$ cat src/rtl/md_pkg.sv
// Shared definitions for the iterative multiply/divide unit:
// op encodings, FSM state encoding, default operand width and small
// op-decoding helpers.
package md_pkg;

  localparam int MD_WIDTH = 32;

  typedef enum logic [1:0] {
    MD_MULT  = 2'b00,
    MD_MULTU = 2'b01,
    MD_DIV   = 2'b10,
    MD_DIVU  = 2'b11
  } md_op_e;

  typedef enum logic [1:0] {
    ST_IDLE = 2'b00,
    ST_PREP = 2'b01,
    ST_CALC = 2'b10,
    ST_FIX  = 2'b11
  } md_state_e;

  // True for the two divide encodings.
  function automatic logic md_is_div(input md_op_e o);
    return (o == MD_DIV) || (o == MD_DIVU);
  endfunction

  // True for the two signed (two's complement) encodings.
  function automatic logic md_is_signed(input md_op_e o);
    return (o == MD_MULT) || (o == MD_DIV);
  endfunction

endpackage

$ cat src/rtl/md_step.sv
// One combinational iteration on the {acc, q} pair.
// Multiply: LSB-first shift-add; after WIDTH steps {acc, q} is the product.
// Divide: restoring subtract-shift; after WIDTH steps q is the quotient and
// acc the remainder (acc is always < m, so WIDTH+1 bits are enough).
module md_step
  import md_pkg::*;
#(
  parameter int WIDTH = MD_WIDTH
) (
  input  logic             is_div,
  input  logic [WIDTH-1:0] acc_i,
  input  logic [WIDTH-1:0] q_i,
  input  logic [WIDTH-1:0] m_i,
  output logic [WIDTH-1:0] acc_o,
  output logic [WIDTH-1:0] q_o
);

  logic [WIDTH:0] sum;
  logic [WIDTH:0] rem;
  logic [WIDTH:0] diff;

  // Single shift-add or restoring subtract step.
  always_comb begin
    sum   = {1'b0, acc_i} + {1'b0, (q_i[0] ? m_i : {WIDTH{1'b0}})};
    rem   = {acc_i, q_i[WIDTH-1]};
    diff  = rem - {1'b0, m_i};
    acc_o = {WIDTH{1'b0}};
    q_o   = {WIDTH{1'b0}};
    if (is_div) begin
      // diff MSB clear means rem >= m: keep the difference, quotient bit 1.
      if (!diff[WIDTH]) begin
        acc_o = diff[WIDTH-1:0];
        q_o   = {q_i[WIDTH-2:0], 1'b1};
      end else begin
        acc_o = rem[WIDTH-1:0];
        q_o   = {q_i[WIDTH-2:0], 1'b0};
      end
    end else begin
      acc_o = sum[WIDTH:1];
      q_o   = {sum[0], q_i[WIDTH-1:1]};
    end
  end

endmodule

$ cat src/rtl/md_unit.sv
// Iterative multiply/divide unit owning the HI/LO registers.
// FSM: IDLE -> PREP -> CALC (WIDTH or WIDTH/2 steps) -> FIX -> IDLE.
// Optional build macro MD_EARLY_OUT_EN: halves the iteration count when the
// multiplier / dividend magnitude fits in the lower half-word.
module md_unit
  import md_pkg::*;
#(
  parameter int WIDTH = MD_WIDTH
) (
  input  logic             clk,
  input  logic             rst,
  input  logic             start,
  input  logic [1:0]       op,
  input  logic [WIDTH-1:0] src_a,
  input  logic [WIDTH-1:0] src_b,
  input  logic             mthi,
  input  logic             mtlo,
  input  logic             cancel,
  output logic             busy,
  output logic             done,
  output logic [WIDTH-1:0] hi,
  output logic [WIDTH-1:0] lo
);

  localparam int CW   = $clog2(WIDTH + 1);
  localparam int HALF = WIDTH / 2;

  md_state_e        state_q, state_d;
  md_op_e           op_q, op_d;
  logic [WIDTH-1:0] a_q, a_d, b_q, b_d;
  logic [WIDTH-1:0] acc_q, acc_d, qr_q, qr_d, m_q, m_d;
  logic             neg_lo_q, neg_lo_d, neg_hi_q, neg_hi_d;
  logic             dz_q, dz_d, early_q, early_d;
  logic [CW-1:0]    cnt_q, cnt_d;
  logic [WIDTH-1:0] hi_q, hi_d, lo_q, lo_d;
  logic             done_q, done_d;

  logic             is_div;
  logic             a_neg, b_neg;
  logic [WIDTH-1:0] a_mag, b_mag;
  logic [WIDTH-1:0] acc_step, qr_step;
  logic [2*WIDTH-1:0] prod_raw, prod_res;
  logic [WIDTH-1:0] quo_res, rem_res;

  assign busy = (state_q != ST_IDLE);
  assign done = done_q;
  assign hi   = hi_q;
  assign lo   = lo_q;

  md_step #(.WIDTH(WIDTH)) u_step (
    .is_div (is_div),
    .acc_i  (acc_q),
    .q_i    (qr_q),
    .m_i    (m_q),
    .acc_o  (acc_step),
    .q_o    (qr_step)
  );

  // Operand decode: signs and magnitudes of the latched operands.
  always_comb begin
    is_div = md_is_div(op_q);
    a_neg  = md_is_signed(op_q) & a_q[WIDTH-1];
    b_neg  = md_is_signed(op_q) & b_q[WIDTH-1];
    a_mag  = a_neg ? (-a_q) : a_q;
    b_mag  = b_neg ? (-b_q) : b_q;
  end

  // Result correction: realign an early-out product, then restore signs.
  always_comb begin
    prod_raw = {acc_q, qr_q};
    if (early_q) begin
      prod_raw = prod_raw >> HALF;
    end else begin
      prod_raw = {acc_q, qr_q};
    end
    prod_res = neg_lo_q ? (-prod_raw) : prod_raw;
    quo_res  = neg_lo_q ? (-qr_q) : qr_q;
    rem_res  = neg_hi_q ? (-acc_q) : acc_q;
  end

  // Next-state, datapath and HI/LO update logic.
  always_comb begin
    state_d  = state_q;
    op_d     = op_q;
    a_d      = a_q;
    b_d      = b_q;
    acc_d    = acc_q;
    qr_d     = qr_q;
    m_d      = m_q;
    neg_lo_d = neg_lo_q;
    neg_hi_d = neg_hi_q;
    dz_d     = dz_q;
    early_d  = early_q;
    cnt_d    = cnt_q;
    hi_d     = hi_q;
    lo_d     = lo_q;
    done_d   = 1'b0;

    case (state_q)
      ST_IDLE: begin
        // cancel in IDLE only blocks a simultaneous start.
        if (start && !cancel) begin
          op_d    = md_op_e'(op);
          a_d     = src_a;
          b_d     = src_b;
          state_d = ST_PREP;
        end else if (!start) begin
          if (mthi) begin
            hi_d = src_a;
          end else begin
            hi_d = hi_q;
          end
          if (mtlo) begin
            lo_d = src_a;
          end else begin
            lo_d = lo_q;
          end
        end else begin
          state_d = ST_IDLE;
        end
      end

      ST_PREP: begin
        acc_d   = {WIDTH{1'b0}};
        cnt_d   = CW'(WIDTH);
        early_d = 1'b0;
        if (is_div) begin
          qr_d     = a_mag;
          m_d      = b_mag;
          dz_d     = (b_q == {WIDTH{1'b0}});
          neg_lo_d = a_neg ^ b_neg;
          neg_hi_d = a_neg;
        end else begin
          qr_d     = b_mag;
          m_d      = a_mag;
          dz_d     = 1'b0;
          neg_lo_d = a_neg ^ b_neg;
          neg_hi_d = 1'b0;
        end
`ifdef MD_EARLY_OUT_EN
        if (is_div) begin
          // Leading zero dividend bits would only shift in zero quotient bits.
          if ((a_mag[WIDTH-1:HALF] == {(WIDTH-HALF){1'b0}}) &&
              (b_q != {WIDTH{1'b0}})) begin
            cnt_d = CW'(HALF);
            qr_d  = a_mag << HALF;
          end else begin
            cnt_d = CW'(WIDTH);
          end
        end else begin
          // Upper multiplier bits are zero; product is realigned in FIX.
          if (b_mag[WIDTH-1:HALF] == {(WIDTH-HALF){1'b0}}) begin
            cnt_d   = CW'(HALF);
            early_d = 1'b1;
          end else begin
            cnt_d = CW'(WIDTH);
          end
        end
`endif
        state_d = ST_CALC;
      end

      ST_CALC: begin
        acc_d = acc_step;
        qr_d  = qr_step;
        cnt_d = cnt_q - CW'(1);
        if (cnt_q == CW'(1)) begin
          state_d = ST_FIX;
        end else begin
          state_d = ST_CALC;
        end
      end

      ST_FIX: begin
        if (!is_div) begin
          hi_d = prod_res[2*WIDTH-1:WIDTH];
          lo_d = prod_res[WIDTH-1:0];
        end else if (dz_q) begin
          hi_d = a_q;
          lo_d = {WIDTH{1'b1}};
        end else begin
          hi_d = rem_res;
          lo_d = quo_res;
        end
        done_d  = 1'b1;
        state_d = ST_IDLE;
      end

      default: begin
        state_d = ST_IDLE;
      end
    endcase

    // A flush abandons the operation without touching HI/LO.
    if (cancel && (state_q != ST_IDLE)) begin
      state_d = ST_IDLE;
      hi_d    = hi_q;
      lo_d    = lo_q;
      done_d  = 1'b0;
    end else begin
      done_d  = done_d;
    end
  end

  // State registers with synchronous reset.
  always_ff @(posedge clk) begin
    if (rst) begin
      state_q  <= ST_IDLE;
      op_q     <= MD_MULT;
      a_q      <= {WIDTH{1'b0}};
      b_q      <= {WIDTH{1'b0}};
      acc_q    <= {WIDTH{1'b0}};
      qr_q     <= {WIDTH{1'b0}};
      m_q      <= {WIDTH{1'b0}};
      neg_lo_q <= 1'b0;
      neg_hi_q <= 1'b0;
      dz_q     <= 1'b0;
      early_q  <= 1'b0;
      cnt_q    <= {CW{1'b0}};
      hi_q     <= {WIDTH{1'b0}};
      lo_q     <= {WIDTH{1'b0}};
      done_q   <= 1'b0;
    end else begin
      state_q  <= state_d;
      op_q     <= op_d;
      a_q      <= a_d;
      b_q      <= b_d;
      acc_q    <= acc_d;
      qr_q     <= qr_d;
      m_q      <= m_d;
      neg_lo_q <= neg_lo_d;
      neg_hi_q <= neg_hi_d;
      dz_q     <= dz_d;
      early_q  <= early_d;
      cnt_q    <= cnt_d;
      hi_q     <= hi_d;
      lo_q     <= lo_d;
      done_q   <= done_d;
    end
  end

endmodule

$ cat config.mk
export PLATFORM = sky130hd
export DESIGN_NAME = md_unit
export DESIGN_NICKNAME = d
export VERILOG_FILES = /design/src/rtl/md_pkg.sv /design/src/rtl/md_step.sv /design/src/rtl/md_unit.sv
export SDC_FILE = /design/constraint.sdc
export NUM_CORES = 1
export LEC_CHECK = 0
export ABC_CLOCK_PERIOD_IN_PS = 7200
export CORE_MARGIN = 2
export CORE_UTILIZATION = 30
export DETAILED_ROUTE_END_ITERATION = 12
export GPL_TIMING_DRIVEN = 0
export PLACE_DENSITY_LB_ADDON = 0.15
export SYNTH_ARGS = -nofsm -noshare
export SYNTH_HDL_FRONTEND = slang
export SYNTH_SLANG_ARGS = --single-unit
$ cat constraint.sdc
create_clock -name clk -period 7.2 [get_ports clk]
set_input_delay 2.16 -clock clk [delete_from_list [all_inputs] [get_ports clk]]
set_output_delay 2.16 -clock clk [all_outputs]
set_load 0.05 [all_outputs]
# Word-level counts from Yosys, hierarchy flattened

Cells that the tools add are included.

Bitwise gates (word level): 4
Reductions and logical operators: 15
Equal/unequal tests: 11
Add/sub/neg operators: 8
Muxes and demuxes: 34

Operators by type and width:

| kind                                              | count |
|---|---|
| 2-to-1 mux 32 bit                                 | 20 |
| one-hot mux 32 bit (2 select lines)               | 4 |
| negation 32 bit                                   | 4 |
| 2-to-1 mux 64 bit                                 | 1 |
| negation 64 bit                                   | 1 |
| adder 32 x 32 -> 33 bit                           | 1 |
| subtractor 33 x 32 -> 33 bit                      | 1 |
| zero test 32 bit                                  | 1 |
| one-hot mux 6 bit (2 select lines)                | 1 |
| AND reduction 5 bit                               | 2 |
| == test 2 bit (second input constant)             | 4 |
| != test 2 bit (second input constant)             | 4 |
| one-hot mux 2 bit (4 select lines)                | 1 |
| == test 6 x 1 -> 1 bit (second input constant)    | 1 |
| nonzero test 2 bit                                | 3 |
| subtractor 6 x 1 -> 6 bit (second input constant) | 1 |
| 2-to-1 mux 1 bit                                  | 5 |
| zero test 2 bit                                   | 2 |
| 2-to-1 mux 2 bit                                  | 2 |
| != test 3 bit (second input constant)             | 1 |
| AND 1 bit                                         | 2 |
| == test 2 x 1 -> 1 bit (second input constant)    | 1 |
| logical AND 1 bit                                 | 2 |
| logical OR 1 bit                                  | 2 |
| 5 further kinds                                   | 5 |

Register bits after elaboration: 238
Output and inout bits: 66
Bits of input ports: 72

# Depth between registers and ports, before layout

Depth in word-level cells: 6
Gate-level depth with buffers: 14

# Hierarchy

A second synthesis with hierarchy kept.

Cell total of the unflattened synthesis: 2,598
Area, all modules: 19,053.3 um^2

By module, submodules not included:

| module  | cells each | area each (um^2) | seq. area each (um^2) | times used |
|---|---|---|---|---|
| md_unit | 1,910      | 14,232.4         | 4,764.6               | 1 |
| md_step | 688        | 4,820.9          | 0.0                   | 1 |

# Worst setup path after synthesis

OpenSTA, ideal clock, no wires.

Kind: input to register
Start point: input cancel
End point: register hi_q[13], in the netlist hi[13]
Path buffers: 3
Cell stages on the path: 7
Required time: 7.109 ns
Data arrival time: 3.663 ns
Path slack: 3.446 ns
Path through: or2_2 -> clkbuf_1 -> a21oi_1 -> clkbuf_1 -> clkbuf_1 -> nor2_1 -> a311oi_1

Longest elaborated chain between the ends: 4

RTL lines:

| what                            | line           | text |
|---|---|---|
| from (decl)                     | md_unit.sv:18  | `input logic cancel,` |
| zero test 1 bit                 | md_unit.sv:102 | `if (start && !cancel) begin` |
| logical AND 1 bit               | md_unit.sv:102 |  |
| != test 2 bit (no line)         | n/a            |  |
| AND reduction 5 bit (no line) * | n/a            |  |
| to (signal assigned)            | md_unit.sv:220 | `hi_q <= {WIDTH{1'b0}};` |
| to (signal assigned)            | md_unit.sv:236 | `hi_q <= hi_d;` |
| to (decl)                       | md_unit.sv:35  | `logic [WIDTH-1:0] hi_q, hi_d, lo_q, lo_d;` |

Every way passes the cells marked *; elsewhere a longest branch is shown, timed or not.
A chain may end at the register's enable or synchronous reset.

# Final worst setup path

Start point: register acc_q[25]
End point: register acc_q[27]

Longest elaborated chain between the ends: 4

RTL lines:

| what                                  | line           | text |
|---|---|---|
| from (decl)                           | md_unit.sv:31  | `logic [WIDTH-1:0] acc_q, acc_d, qr_q, qr_d, m_q, m_d;` |
| from (signal assigned)                | md_unit.sv:212 | `acc_q <= {WIDTH{1'b0}};` |
| subtractor 33 x 32 -> 33 bit          | md_step.sv:26  | `diff = rem - {1'b0, m_i};` |
| 2-to-1 mux 32 bit                     | md_step.sv:31  | `if (!diff[WIDTH]) begin` |
| 2-to-1 mux 32 bit *                   | md_step.sv:29  | `if (is_div) begin` |
| one-hot mux 32 bit (2 select lines) * | md_unit.sv:99  | `case (state_q)` |

Marked as above.

==> flow_metrics.py <==
metrics = {
    "run_status": {
        "outcome": "finished, violations left",
        "failed_checks": "capacitance limit, slew limit",
    },
    "worst_setup_path": {
        "cp.required_ns": 7.73,
        "crit_end": "acc_q[27]",
        "crit_start": "acc_q[25]",
        "r2r_setup_slack_ns": 2.18,
        "arrival_ns": 5.55,
        "crit_fanout": 10,
        "crit_type": "reg -> reg",
        "r2r-end": "acc_q[27]",
        "startpoint_type": "register",
        "reg2regPathDepth": 12,
        "reg2reg_from": "acc_q[25]",
        "cp-end-kind": "register",
    },
    "yosys": {
        "synthArstFlopShare": 0,
        "synth_cells": 2432,
        "synth_area_sq_um": 17800,
        "netlist-cell-type-count": 85,
        "synth_edf_count": 0,
        "synth_top_area_frac": 0.267,
        "yosysTopAreaCell": "dfxtp_1",
        "ys_top_cells_by_area": "dfxtp_1, nand2_1, a21oi_1",
        "ys_warn_count": 0,
        "yosysMostFrequentCell": "nand2_1",
        "ys_seq_elements": 238,
        "ys_top_cells_by_count": "nand2_1, a21oi_1, nor2_1, dfxtp_1, clkbuf_1",
        "syn_avg_cell_area_sq_um": 7.33,
        "syn_nets": 2580,
        "ys_seq_area_frac": 0.267,
        "yosys_most_used_dff": "dfxtp_1",
    },
    "global_routing": {
        "grt_max_degree": 17,
        "grt_pass1_wl_microns": 133000,
        "grt_use_total": 0.297,
        "antenna_found_initial": 9,
        "overflow": 0,
        "grt_pass1_vias": 18810,
    },
    "place": {
        "port_buffers": 136,
        "gp_routability_congestion": 0.993,
        "dp_hpwl_microns": 75500,
        "preCtsSetupSlack_ns": 1.98,
    },
    "timing": {
        "fin_skew_ns": 0.0146,
        "period_share": 0.697,
        "rsz0062_at_grt": "false",
        "setup_viol": 0,
        "slew_headroom": -0.00397,
        "finalMaxSlewViolations": 1,
        "setup-tns-final_ns": 0,
        "final_hold_viol_count": 0,
        "worst_pin_slew_ns": 1.49,
        "fmax_ghz": 0.199,
        "min_period_ns": 5.02,
        "finalWorstSetupSlack_ns": 2.18,
    },
    "power_and_ir_drop": {
        "p_leak_nw": 7.79,
        "power.density_nw_per_um2": 214,
        "p_int_mw": 2.80,
        "combPwrFrac": 0.301,
        "pwr-share-clk": 0.363,
        "p_switching_mw": 1.74,
        "p_seq_frac": 0.336,
        "worst_ir_drop_vdd_v": 0.000218,
        "switching_share": 0.383,
    },
    "drt": {
        "postRouteAntennaNets": 0,
        "vias": 19982,
        "wl_per_cell_microns": 27.6,
        "dr.pass1.iters": 5,
        "drt-total-wl_microns": 94000,
        "vias_per_cell": 5.87,
        "drc_errors": 0,
        "drtIter0Drc": 2227,
    },
    "clocking": {
        "cts.hold.buffers_added": 0,
        "cts_setup_buffers": 0,
        "clk_latency_ns": 0.62,
        "cts_resized": 0,
        "path_clk_slew_ns": 0.07,
        "cts_tree": "built",
        "cts_buffers": 31,
        "cts.sinks": 238,
        "cts_htree_levels": 1,
        "clockRootBuffer": "clkbuf_16",
        "cts_buffer_depth": 3,
    },
    "hold_path": {
        "min_path_type": "reg -> reg",
        "hp-start": "lo[18]",
    },
    "floorplan": {
        "dieHeight_microns": 248,
        "dieArea_sq_um": 61400,
        "num_rows": 89,
        "die_w_microns": 248,
        "start_util": 0.303,
        "io_pins": 138,
        "core_sq_um": 58900,
    },
    "job": {
        "cap_violations": 1,
    },
    "cells_and_area": {
        "fillers": 6273,
        "syn_to_final_growth_pct": 19.0,
        "finalNetCount": 2749,
        "drive_above_1_share": 0.0442,
    },
}
logic make-up after synthesis:
group                    Yosys count  synth area share
AND/OR/NAND/NOR                  865             0.218
AO/OA/AOI/OAI                    740             0.265
buffers and inverters            258            0.0554
flip-flops                       238             0.267
XOR/XNOR                         184            0.0904
adder cells (fa/ha/maj)           76            0.0542
multiplexers                      71            0.0497
worst min path at each step:
stage,end,cells past startpoint
after floorplan,m_q[23],2
after global placement,lo[31],2
after detailed placement,lo[18],2
after CTS,lo[15],2
after global routing,lo[16],2
final,lo[18],2
stage by stage:
| step | std cells | utilization | power (mW) | cell area (sq um) | hold slack (ns) |
|---|---|---|---|---|---|
| 6_report | 3402 | 0.360 | 4.54 | 21200 | 0.455 |
| 5_1_grt | 3399 | 0.360 | 4.68 | 21200 | 0.474 |
| 4_1_cts | 3399 | 0.360 | 4.52 | 21200 | 0.458 |
| 3_5_place_dp | 3341 | 0.342 | 2.88 | 20200 | 0.450 |
| 3_3_place_gp | 3341 | 0.342 | 2.88 | 20200 | 0.448 |
| 2_1_floorplan | 2432 | - | 2.35 | 17800 | 0.441 |
placed cells by master (no fill, tap or decap), types with 15 or more instances in the layout:
cell type / count
o21ai_0: 135
nor3_1: 59
a21o_1: 29
nand2_1: 355
nand4_1: 15
clkdlybuf4s50_1: 136
nand2b_1: 32
nor2_1: 244
xor2_1: 63
a211oi_1: 35
nor4_1: 25
or3_1: 22
o22ai_1: 19
a31oi_1: 34
o211ai_1: 44
or4_1: 16
buf_1: 19
nand3_1: 30
clkbuf_1: 164
mux2i_1: 48
o31ai_1: 27
a21oi_1: 247
dfxtp_1: 238
a22oi_1: 20
o221ai_1: 32
a311oi_1: 19
clkbuf_16: 31
ha_1: 74
xnor2_1: 121
inv_1: 72
routing by layer:
layer / wire (microns) / track usage / vias to the layer above
met5: 25 / 0 / -
met4: 3170 / 0.0923 / 4
met3: 7760 / 0.0568 / 164
met2: 41700 / 0.466 / 931
met1: 41300 / 0.410 / 9785
li1: - / - / 9098
layout make-up:
type	instances	area [sq um]	area share
Clock inverter	20	209	0.00985
Buffer	185	713	0.0336
Clock buffer	38	842	0.0397
Timing Repair Buffer	136	1360	0.0642
Sequential cell	238	4760	0.225
Inverter	73	274	0.0129
Multi-Input combinational cell	1936	12100	0.569
Antenna cell	3	7.51	0.000354
Tap cell	773	967	0.0456
worst max-delay path, cell delays in order (launching register included):
cell,delay [ns]
dfxtp_1,0.55
ha_1,0.30
clkbuf_1,0.20
o21ai_0,0.46
o21ai_0,0.17
a221oi_1,0.47
mux2i_1,0.22
o21ai_0,0.10
a31oi_1,0.66
clkbuf_1,0.57
clkbuf_1,0.67
a31oi_1,0.26
a311oi_1,0.29
sequential cells by signal (all words and copies together), names as in the netlist:
| name | flops |
|---|---|
| a_q | 32 |
| acc_q | 32 |
| b_q | 32 |
| cnt_q | 6 |
| done | 1 |
| dz_q | 1 |
| hi | 32 |
| lo | 32 |
| m_q | 32 |
| neg_hi_q | 1 |
| neg_lo_q | 1 |
| op_q | 2 |
| qr_q | 32 |
| state_q | 2 |
power groups by stage:
stage               logic, mW  registers [mW]  clock network (mW)
detailed placement       1.33            1.55                   0
global placement         1.33            1.54                   0
floorplan               0.729            1.62                   0
global route             1.44            1.53                1.71
CTS                      1.34            1.52                1.67
finish                   1.37            1.52                1.65
Power figures use the tool's default switching activity.
